--- config.mk ---
export PLATFORM = sky130hd
export DESIGN_NAME = bin_to_bcd_seq
export DESIGN_NICKNAME = d
export VERILOG_FILES = /design/src/rtl/display_pkg.sv /design/src/rtl/bcd_add3.sv /design/src/rtl/bin_to_bcd_seq.sv
export SDC_FILE = /design/constraint.sdc
export NUM_CORES = 1
export LEC_CHECK = 0
export BUFFER_PORTS_ARGS = -buffer_cell sky130_fd_sc_hd__buf_2
export CAP_MARGIN = 15
export CELL_PAD_IN_SITES_DETAIL_PLACEMENT = 0
export CELL_PAD_IN_SITES_GLOBAL_PLACEMENT = 1
export CORE_UTILIZATION = 34
export CTS_BUF_LIST = sky130_fd_sc_hd__clkbuf_8
export DETAILED_ROUTE_END_ITERATION = 10
export MAX_ROUTING_LAYER = met4
export PLACE_DENSITY_LB_ADDON = 0.1
export SKIP_LAST_GASP = 1
export SYNTH_ARGS = -nofsm -noshare
export SYNTH_HDL_FRONTEND = slang
export SYNTH_SLANG_ARGS = --single-unit
--- constraint.sdc ---
create_clock -name clk -period 2.2 [get_ports clk]
set_input_delay 0.44 -clock clk [delete_from_list [all_inputs] [get_ports clk]]
set_output_delay 0.44 -clock clk [all_outputs]
set_load 0.02 [all_outputs]
--- src/rtl/display_pkg.sv ---
`default_nettype none
// ============================================================================
//  Module      : display_pkg
//  Description : Shared types and constants for the board display path:
//                BCD digit type, converter state encoding, add-3 threshold
//                and a helper that sizes the BCD digit count for a binary
//                width.
//  Revision    : 1.0  initial release
// ============================================================================
package display_pkg;

  // One packed BCD digit as consumed by a 7-segment decoder.
  typedef logic [3:0] bcd_digit_t;

  // Converter state encoding.
  typedef enum logic [1:0] {
    IDLE  = 2'd0,
    SHIFT = 2'd1,
    DONE  = 2'd2
  } conv_state_t;

  // Double-dabble adjust threshold: a digit at or above this gets +3 before
  // the shift so that doubling carries correctly into the next digit.
  localparam bcd_digit_t BCD_ADJ_THRESH = 4'd5;

  // Number of BCD digits needed to hold 2^bin_w-1 during double-dabble:
  // scratch bits = bin_w + ceil((bin_w-1)/3), rounded up to whole digits.
  function automatic int bcd_digits_needed(input int bin_w);
    int bits;
    bits = bin_w + ((bin_w + 1) / 3);
    return (bits + 3) / 4;
  endfunction

endpackage : display_pkg
`default_nettype wire

--- src/rtl/bcd_add3.sv ---
`default_nettype none
// ============================================================================
//  Module      : bcd_add3
//  Description : Combinational per-digit double-dabble adjust.
//                digit_out = (digit_in >= 5) ? digit_in + 3 : digit_in
//  Ports       : digit_in   - BCD digit before adjust
//                digit_out  - adjusted digit (at most 12, fits 4 bits)
//  Revision    : 1.0  initial release
// ============================================================================
module bcd_add3
  import display_pkg::*;
(
  input  bcd_digit_t digit_in,
  output bcd_digit_t digit_out
);

  assign digit_out = (digit_in >= BCD_ADJ_THRESH) ? (digit_in + 4'd3) : digit_in;

endmodule : bcd_add3
`default_nettype wire

--- src/rtl/bin_to_bcd_seq.sv ---
`default_nettype none
// ============================================================================
//  Module      : bin_to_bcd_seq
//  Description : Sequential double-dabble binary to packed BCD converter.
//                One input bit is consumed per clock; start/busy/done
//                handshake; bcd is registered and holds the last result.
//  Ports       : clk    - system clock, rising edge
//                rst_n  - asynchronous active-low reset
//                start  - conversion request, sampled only in IDLE
//                bin    - value to convert, sampled on the accepting edge
//                busy   - high while a conversion is in progress
//                done   - one-cycle pulse, bcd is new in the same cycle
//                bcd    - packed digits, digit 0 (units) in [3:0]
//  Revision    : 1.0  initial release
// ============================================================================
module bin_to_bcd_seq
  import display_pkg::*;
#(
  parameter int BIN_W  = 8,
  parameter int DIGITS = 3
) (
  input  logic                clk,
  input  logic                rst_n,
  input  logic                start,
  input  logic [BIN_W-1:0]    bin,
  output logic                busy,
  output logic                done,
  output logic [DIGITS*4-1:0] bcd
);

  localparam int BCD_W = DIGITS * 4;
  localparam int CNT_W = $clog2(BIN_W + 1);

  localparam logic [1:0] c_st_idle  = IDLE;
  localparam logic [1:0] c_st_shift = SHIFT;
  localparam logic [1:0] c_st_done  = DONE;

  localparam logic [CNT_W-1:0] c_cnt_last = CNT_W'(BIN_W - 1);

  // --------------------------------------------------------------------------
  // Elaboration-time parameter checks
  // --------------------------------------------------------------------------
  if ((BIN_W < 1) || (BIN_W > 16)) begin : g_bad_bin_w
    $error("bin_to_bcd_seq: BIN_W=%0d outside legal range 1..16", BIN_W);
  end

  if (DIGITS < bcd_digits_needed(BIN_W)) begin : g_bad_digits
    $error("bin_to_bcd_seq: DIGITS=%0d too few for BIN_W=%0d (need %0d)",
           DIGITS, BIN_W, bcd_digits_needed(BIN_W));
  end

  // --------------------------------------------------------------------------
  // State
  // --------------------------------------------------------------------------
  logic [1:0]       r_state;
  logic [BIN_W-1:0] r_shreg;
  logic [BCD_W-1:0] r_scratch;
  logic [CNT_W-1:0] r_count;
  logic             r_busy;
  logic             r_done;
  logic [BCD_W-1:0] r_bcd;

  logic [BCD_W-1:0] w_adj;
  logic [BCD_W-1:0] w_scratch_nx;
  logic [BIN_W-1:0] w_shreg_nx;
  logic             w_last;

  // Per-digit add-3, all digits in parallel.
  for (genvar g = 0; g < DIGITS; g++) begin : g_adj
    bcd_add3 u_add3 (
      .digit_in  (r_scratch[g*4 +: 4]),
      .digit_out (w_adj[g*4 +: 4])
    );
  end

  // Adjusted scratch and shreg shift left together; shreg MSB enters scratch.
  assign w_scratch_nx = {w_adj[BCD_W-2:0], r_shreg[BIN_W-1]};
  assign w_shreg_nx   = r_shreg << 1;
  assign w_last       = (r_count == c_cnt_last);

  always_ff @(posedge clk or negedge rst_n) begin
    if (!rst_n) begin
      r_state   <= c_st_idle;
      r_shreg   <= '0;
      r_scratch <= '0;
      r_count   <= '0;
      r_busy    <= 1'b0;
      r_done    <= 1'b0;
      r_bcd     <= '0;
    end else begin
      case (r_state)
        c_st_idle: begin
          if (start) begin
            r_shreg   <= bin;
            r_scratch <= '0;
            r_count   <= '0;
            r_state   <= c_st_shift;
            r_busy    <= 1'b1;
          end
        end
        c_st_shift: begin
          r_scratch <= w_scratch_nx;
          r_shreg   <= w_shreg_nx;
          r_count   <= r_count + CNT_W'(1);
          if (w_last) begin
            // Capture the post-shift scratch so bcd is new during DONE.
            r_state <= c_st_done;
            r_done  <= 1'b1;
            r_bcd   <= w_scratch_nx;
          end
        end
        c_st_done: begin
          r_state <= c_st_idle;
          r_busy  <= 1'b0;
          r_done  <= 1'b0;
        end
        default: begin
          r_state <= c_st_idle;
          r_busy  <= 1'b0;
          r_done  <= 1'b0;
        end
      endcase
    end
  end

  assign busy = r_busy;
  assign done = r_done;
  assign bcd  = r_bcd;

endmodule : bin_to_bcd_seq
`default_nettype wire

Word level (Yosys, flattened, before mapping). Index checks and enable logic that the tools add are counted.

Bits in registers: 40. Output and inout bits: 14.

Order comparisons: 3. Muxes and demuxes: 16. Bitwise gates (word level): 2. Add/subtract/negate cells: 4. Equality and inequality tests: 4. Reduce and logical (&&, ||, !) cells: 7.

Operators by type and width (count): $pmux 12 s2 (1); $pmux 8 s2 (1); $ge 4x3->1 const B (3); $mux 12 (1); $mux 4 (3); $reduce_and 2->1 (5); $add 4x2->4 const B (2); $mux 8 (1); $pmux 4 s2 (1); $add 4x1->4 const B (1); $eq 4x3->1 const B (1); $mux 2 (2); $ne 2x2->1 const B (2); $pmux 1 s2 (2); $pmux 2 s2 (1); $add 3x2->3 const B (1); $mux 3 (1); $eq 2x1->1 const B (1); $logic_not 2->1 (1); $mux 1 (2); $not 1->1 (2); $reduce_bool 2->1 (1).

Depth between registers and ports, before layout. Gate-level depths: netlist (run 1).

Depth in word-level cells: 3. Gate-level depth with buffers: 6.

Cells and area by module. Synthesis (run 1) repeated with hierarchy kept, for this count alone.

Cell total of the unflattened synthesis: 178. Area total of the unflattened synthesis: 1976.9 µm².

Modules (own cells, without submodules): bin_to_bcd_seq (cells each 130, seq. area each 1001.0 µm², instances 1, area each 1672.9 µm²); bcd_add3 (cells each 16, seq. area each 0.0 µm², instances 3, area each 101.3 µm²).

Least setup slack after synthesis (run 1). Ideal clock, no wire load.

Path kind: flip-flop to flip-flop. Start point: register r_scratch[0]. End point: register r_scratch[2]. Buffers on the path: 0. Stages on the path, launching flop included: 6. Data required time: 2117 ps. Arrival time: 1419 ps. Clock period less this slack: 1502 ps. Setup slack: 698 ps. Path through: dfrtp_1 ha_1 nand2b_1 a21oi_1 mux2_2 o21ai_0.

Longest elaborated chain between the ends: 3.

RTL lines: start, declared (RTL line bin_to_bcd_seq.sv:57) `logic [BCD_W-1:0] r_scratch;`; start signal, assigned (RTL line bin_to_bcd_seq.sv:102) `r_scratch <= w_scratch_nx;`; $add 4x2->4 / $ge 4x3->1 (equally long branches) (RTL line bcd_add3.sv:17) `assign digit_out = (digit_in >= BCD_ADJ_THRESH) ? (digit_in + 4'd3) : digit_in;`; $mux 4 * (RTL line bcd_add3.sv:17); $pmux 12 s2 * (RTL line bin_to_bcd_seq.sv:91) `case (r_state)`.

Every way passes the cells marked *; elsewhere a longest branch is shown, timed or not. A chain may end at the register's enable or synchronous reset.

Final worst setup path (run 1).
Start point: register r_state[1]. End point: register r_bcd[0] (netlist: bcd[0]).

Longest elaborated chain between the ends: 2.

RTL lines: start, declared (RTL line bin_to_bcd_seq.sv:55) `logic [1:0] r_state;`; start signal, assigned (RTL line bin_to_bcd_seq.sv:83) `r_state <= c_st_idle;`; start signal, assigned (RTL line bin_to_bcd_seq.sv:97) `r_state <= c_st_shift;`; start signal, assigned (RTL line bin_to_bcd_seq.sv:107) `r_state <= c_st_done;`; $eq 2x1->1 (RTL line bin_to_bcd_seq.sv:91); $reduce_and 2->1 (no line); end signal, assigned (RTL line bin_to_bcd_seq.sv:109) `r_bcd <= w_scratch_nx;`; end, declared (RTL line bin_to_bcd_seq.sv:61) `logic [BCD_W-1:0] r_bcd;`.

No other way between the ends.

==> summary.txt, run 1 <==
Clock tree
  • Worst-Skew Late Latency: 0.29 ns
  • Clk root buf: clkbuf_8
  • Setup Buffers After CTS: 0
  • CTS tree: built
  • PostCTS Resize Cnt: 0
  • Clock sinks: 40
  • Cts hold-fix bufs: 0
  • Max Buffers Root-to-Sink: 2
  • H-tree Lvls: 2
  • Worst-path clk slew: 0.08 ns
  • Number of CTS-inserted buffers: 5

Global route
  • First-pass GRT wire length: 5.87 mm
  • Total global routing track utilization: 14.6%
  • Initial antenna violation count: 0
  • Vias in the first global route: 1236
  • Remaining Overflow, GRT: 0
  • Largest net degree at the start of global routing: 41

Place
  • DP HPWL: 2.38 mm
  • I/O Buffers: 24
  • Placed insts: 261
  • Dpl cell area: 2050 um2
  • GPL Wtd Cong: 0.687

Timing
  • Final Skew: 0.00259 ns
  • Slew @ Worst Pin: 1.07 ns
  • Final setup viols: 0
  • F_max: 0.592 GHz
  • Hold Fails Final Rpt: 0
  • Tmin final: 1.69 ns
  • Relative slew slack: 28.9%
  • Pins Over Slew Limit: 0
  • RSZ-0062 raised after global routing: false
  • Final period utilization: 76.8%
  • Final setup TNS: 0 ns

Critical path
  • Crit-path max FO: 13
  • CP Cell Sequence: nand2b_1 > nor3_2 > buf_4 > mux2_1
  • Critical path's largest stage delay: 0.50 ns
  • Slowest stage cell, crit path: dfrtp_1
  • CP bufs+invs: 1
  • Delay-heaviest family, CP: flip-flops
  • Kind of end point of the critical path: flop
  • Worst Path Required: 2.37 ns
  • CP Data Arrival Time: 1.86 ns
  • Critical path type: flop to flop
  • Startpoint types: flop

Logic synthesis
  • Mapped Area: 1850 um2
  • Post-synthesis cell type count: 30
  • Sequential fraction of the synthesis area: 54.2%
  • Net Count, Synth: 188
  • Syn. warnings: 0
  • Cells after Synth: 170
  • Synth Register Bits: 40
  • Mean Syn Cell Area: 10.9 um2

Floorplan
  • Core ar.: 5170 um2
  • Die height: 75.7 um
  • Die Footprint: 5730 um2
  • Initial core utilization: 35.7%
  • Die width: 75.7 um
  • I/O Pins: 25
  • Row cnt: 26

Status
  • Outcome: complete, no violations

Power and ir drop
  • VDD IR max: 0.493 mV
  • Leakage: 0.987 nW
  • Power density over cell area: 1570 nW/um2
  • Design Power: 3.35 mW

Drt
  • DR vias: 1310
  • Pre-antenna DRT Iters: 4
  • Post-DR vias/cell: 4.87
  • Iteration-0 DRC Markers: 50
  • DRT antenna net count: 0
  • WL/cell: 13.1 um
  • DRC: 0
  • Drt total wl: 3.52 mm

Job
  • # Max-Cap Violations: 0

Final layout
  • N_diodes: 0
  • Post-Layout Inst Area: 2140 um2
  • Finished Layout Cells: 269
  • Area grow syn2layout: 15.8%
  • Final net count: 216
  • Share of cells above drive strength 1: 23.6%

Worst hold path
  • Hold Path Class: input port to asynchronous set/reset pin
-- path summary, 6_finish.rpt --
check                      startpoint            to  slack [ns]  depth (start not counted)
hold / removal                  rst_n       bcd[11]        0.20                          2
min in group clk               bin[0]    r_shreg[0]        0.40                          2
hold reg to reg                bcd[0]        bcd[0]        0.48                          1
setup reg to reg           r_state[1]        bcd[0]        0.51                          4
max in group asynchronous       rst_n  r_scratch[1]        1.65                          2
setup / recovery           r_state[1]        bcd[0]        0.51                          4
-- layout make-up --
type                            instances  area [um2]
Multi-Input combinational cell        114         773
Timing Repair Buffer                   29         158
Clock inverter                          2        7.51
Sequential cell                        40        1000
Fill cell                             506        3030
Inverter                                8        30.0
Clock buffer                            6        82.6
Tap cell                               70        87.6
-- cells by family (layout without fill, tap and decap cells) --
group           Yosys count  count (layout)  synth area share (%)
fa+ha+maj                 7               7                  4.74
buf+inv                  16              45                  3.99
flops                    40              40                  54.2
xor+xnor                  3               3                  1.42
mux                      10              10                  6.70
compound gates           51              51                  17.5
simple gates             43              43                  11.4
-- layout by cell type (no fill, tap or decap), drive strengths merged --
| cell type | n |
|---|---|
| nor3b | 2 |
| mux2i | 3 |
| nand3 | 1 |
| ha | 7 |
| a21oi | 9 |
| a32o | 1 |
| nand2b | 4 |
| a21o | 2 |
| a31oi | 3 |
| or3b | 3 |
| nand2 | 17 |
| xnor2 | 3 |
| dfrtp | 40 |
| inv | 10 |
| buf | 29 |
| o21ai | 21 |
| clkbuf | 6 |
| a22o | 8 |
| mux2 | 7 |
| nor2b | 2 |
| nor2 | 9 |
| nor3 | 5 |
| a22oi | 7 |
-- where the power goes --
part	total [mW]	switching, mW	leakage (nW)	internal [mW]
clock	0.496	0.249	0.0538	0.247
sequential	1.33	0.252	0.499	1.07
combinational	1.53	0.838	0.435	0.691
total	3.35	1.34	0.987	2.01
-- state kept, by name, indices dropped and copies added, names as in the netlist --
name       flops
bcd           12
r_scratch     12
r_shreg        8
r_count        4
r_state        2
busy           1
done           1
-- per-layer routing --
layer	global-route usage, %	part of all wire, %	vias to the layer above
met5	-	0	-
met4	5.56	1.5	0
met3	3.97	3.9	6
met2	23.3	49	22
met1	17.7	46	633
li1	-	-	649
-- metrics by stage --
stage	setup WS (ns)	utilization [%]	hold WS [ns]
6_report	0.511	41.4	0.202
5_1_grt	0.331	41.4	0.240
4_1_cts	0.456	41.4	0.220
3_5_place_dp	0.397	39.6	0.471
3_3_place_gp	0.465	39.6	0.465
2_1_floorplan	0.698	-	0.144
-- synthesized netlist by cell type --
cell type  count  area, um2
clkbuf_1       4       15.0
o21ai_2        1       8.76
mux2_2         2       22.5
a21o_1         2       15.0
nand2_1       17       63.8
nand3_1        1       5.00
a21oi_2        1       8.76
mux2_1         1       11.3
o21ai_0       20        100
dfrtp_1       40       1000
nor3b_1        2       15.0
nor2_1         9       33.8
ha_1           7       87.6
mux2i_1        3       30.0
a22o_1         8       70.1
nor3_1         4       20.0
a31oi_1        3       18.8
buf_6          1       11.3
inv_1          8       30.0
a21oi_1        8       40.0
buf_2          2       10.0
xnor2_1        3       26.3
mux2_4         4       60.1
a22oi_1        7       52.6
buf_4          1       7.51
nor3_2         1       10.0
a32o_1         1       10.0
or3b_2         3       26.3
nand2b_1       4       25.0
nor2b_1        2       12.5
Note: power is estimated with default switching activity, not from simulation.
==> inputs of run 2 (changes only) <==
clock period = 1.5 ns   (was 2.2 ns; I/O delays follow)
==> run 2 against run 1 <==
  * First-iteration DRC count is 16% lower
  * Critical path type unchanged
  * Fmax is 14% higher
  * Combinational power is 120% higher
==> summary.txt, run 2 (same netlist as run 1, synthesis figures left out) <==
Status
  • Outcome: complete, no violations (unchanged)

Clock tree
  • Worst-path clk slew: 0.08 ns (about the same)
  • CTS tree: built (unchanged)
  • Max Buffers Root-to-Sink: 2 (unchanged)
  • Number of CTS-inserted buffers: 5 (unchanged)
  • Clock sinks: 40 (unchanged)
  • Worst-Skew Late Latency: 0.29 ns (about the same)
  • Clk root buf: clkbuf_8 (unchanged)
  • H-tree Lvls: 2 (unchanged)

Power and ir drop
  • Net load switching power: 2.37 mW (was 1.34 mW)
  • Leakage: 1.16 nW (was 0.987 nW)
  • Design Power: 6.12 mW (was 3.35 mW)
  • Part of the power in registers: 32.1% (was 39.6%)
  • Sw Ratio: 38.7% (was 40.0%)
  • Internal: 3.75 mW (was 2.01 mW)
  • Combinational group share of total power: 53.9% (was 45.6%)
  • VDD IR max: 1.02 mV (was 0.493 mV)
  • Clock share of power: 14.0% (was 14.8%)
  • Power density over cell area: 2410 nW/um2 (was 1570 nW/um2)

Critical path
  • CP bufs+invs: 1 (unchanged)
  • Critical path's largest stage delay: 0.42 ns (was 0.50 ns)
  • Slowest stage cell, crit path: dfrtp_1 (unchanged)
  • Worst Path Required: 1.74 ns (was 2.37 ns)
  • Kind of end point of the critical path: flop (unchanged)
  • CP Data Arrival Time: 1.72 ns (was 1.86 ns)
  • Startpoint types: flop (unchanged)
  • CP Cell Sequence: inv_1 > ha_4 > nand2b_4 > a21oi_4 > mux2i_2 > mux2_4 (was nand2b_1 > nor3_2 > buf_4 > mux2_1)
  • Critical path type: flop to flop (unchanged)
  • Worst R2R Start: r_scratch[4] (was r_state[1])
  • Delay-heaviest family, CP: multiplexers (was flip-flops)
  • Crit-path max FO: 4 (was 13)
  • Start point of the critical path: r_scratch[4] (was r_state[1])

Job
  • # Max-Cap Violations: 0 (unchanged)

Floorplan
  • I/O Pins: 25 (unchanged)
  • Die Footprint: 5730 um2 (unchanged)
  • Die height: 75.7 um (unchanged)
  • Die width: 75.7 um (unchanged)
  • Row cnt: 26 (unchanged)
  • Core ar.: 5170 um2 (unchanged)
  • Initial core utilization: 35.7% (unchanged)

Timing
  • Worst hold slack: 0.254 ns (was 0.202 ns)
  • Final period utilization: 98.9% (was 76.8%)
  • RSZ-0062 raised after global routing: true (was false)
  • Final setup viols: 0 (unchanged)
  • F_max: 0.674 GHz (was 0.592 GHz)
  • Relative slew slack: 55.2% (was 28.9%)
  • Slew @ Worst Pin: 0.669 ns (was 1.07 ns)
  • Pins Over Slew Limit: 0 (unchanged)
  • Tmin final: 1.48 ns (was 1.69 ns)
  • Final Skew: 0.00445 ns (was 0.00259 ns)
  • Hold Fails Final Rpt: 0 (unchanged)

Global route
  • Remaining Overflow, GRT: 0 (unchanged)
  • Total global routing track utilization: 15.6% (was 14.6%)
  • Initial antenna violation count: 0 (unchanged)
  • Vias in the first global route: 1394 (was 1236)
  • First-pass GRT wire length: 6.38 mm (was 5.87 mm)
  • Largest net degree at the start of global routing: 41 (unchanged)

Final layout
  • Final net count: 242 (was 216)
  • N_diodes: 0 (unchanged)
  • Most frequent cells in the layout: dfrtp_1 (40), buf_4 (25), buf_2 (24), o21ai_0 (17), nand2_1 (16) (was dfrtp_1 (40), buf_2 (24), o21ai_0 (20), nand2_1 (17), inv_1 (10))
  • Share of cells above drive strength 1: 42.2% (was 23.6%)
  • Commonest non-fill, non-tap cell in the layout: dfrtp_1 (unchanged)
  • Area grow syn2layout: 37.4% (was 15.8%)

Drt
  • DR vias: 1451 (was 1310)
  • Drt total wl: 4.12 mm (was 3.52 mm)
  • WL/cell: 14.0 um (was 13.1 um)
  • Pre-antenna DRT Iters: 4 (unchanged)
  • DRT antenna net count: 0 (unchanged)
  • Post-DR vias/cell: 4.92 (was 4.87)
  • Iteration-0 DRC Markers: 42 (was 50)
  • DRC: 0 (unchanged)

Worst hold path
  • Hold path start: bin[0]
  • Hold Path Class: input port to flop (was input port to asynchronous set/reset pin)

Place
  • I/O Buffers: 24 (unchanged)
  • GPL Wtd Cong: 0.748 (was 0.687)
  • DP HPWL: 2.58 mm (was 2.38 mm)
run 2: cell count changes in the layout (fill, tap and decap cells not counted), sizes merged:
cell / previous run / this run
buf: 29 / 54
bufinv: 0 / 1
clkbuf: 6 / 5
clkinv: 0 / 1
dlygate4sd3: 0 / 1
inv: 10 / 9
run 2: final timing paths:
kind	to	slack, ns	cells after the start
setup / recovery	bcd[6]	0.02	6
hold / removal	r_shreg[0]	0.25	2
setup reg to reg	bcd[6]	0.02	6
hold reg to reg	busy	0.49	2
max in group asynchronous	done	0.79	3
min in group asynchronous	bcd[1]	0.51	3
run 2: cell type report:
type / count / area, um2
clock buffers: 5 / 68.8
clock inverters: 3 / 38.8
inverters: 8 / 30.0
fillers: 509 / 2630
repair buffers: 55 / 383
multi-input cells: 114 / 930
flip-flops and latches: 40 / 1000
well taps: 70 / 87.6
run 2: layer usage:
layer / track usage [%] / part of all wire (%) / vias up
li1: - / - / 709
met1: 18.9 / 46 / 717
met2: 25.5 / 50 / 20
met3: 3.57 / 2.9 / 5
met4: 5.35 / 1.2 / 0
met5: - / 0 / -
run 2: repair_timing:
| item | 4_1_cts | 5_1_grt |
|---|---|---|
| endpoints found under the setup margin | 32 | 16 |
| endpoints found under the hold margin | 40 | 0 |
| cloned | 0 | 0 |
| hold buffers | 1 | 0 |
| setup buffers | 7 | 6 |
| pin swaps | 3 | 6 |
| resized for setup | 7 | 31 |
run 2: metrics by stage:
stage                     instances  instance area (um2)  utilization, %  worst slack, ns  TNS (ns)
after CTS                       289                 2360            45.5          0.00200         0
after floorplan                 170                 1850               -           0.0215         0
after global placement          273                 2160            41.7          -0.0571    -0.194
after global routing            295                 2540            49.1          -0.0458    -0.329
after detailed placement        273                 2160            41.7           -0.120    -0.834
final                           295                 2540            49.1           0.0160         0
run 2: power groups by stage:
stage	Clock, mW	Combinational, mW	Sequential (mW)
after floorplan	0	1.52	2.12
after global placement	0	2.49	1.92
after detailed placement	0	2.56	1.95
after CTS	0.886	2.79	1.93
after global routing	0.938	3.62	2.03
final	0.859	3.30	1.96
run 2: worst register-to-register path: stages, from the launching register on:
cell and delay, ns:
dfrtp_1 0.42, inv_1 0.11, ha_4 0.17, nand2b_4 0.07, a21oi_4 0.19, mux2i_2 0.28
mux2_4 0.18
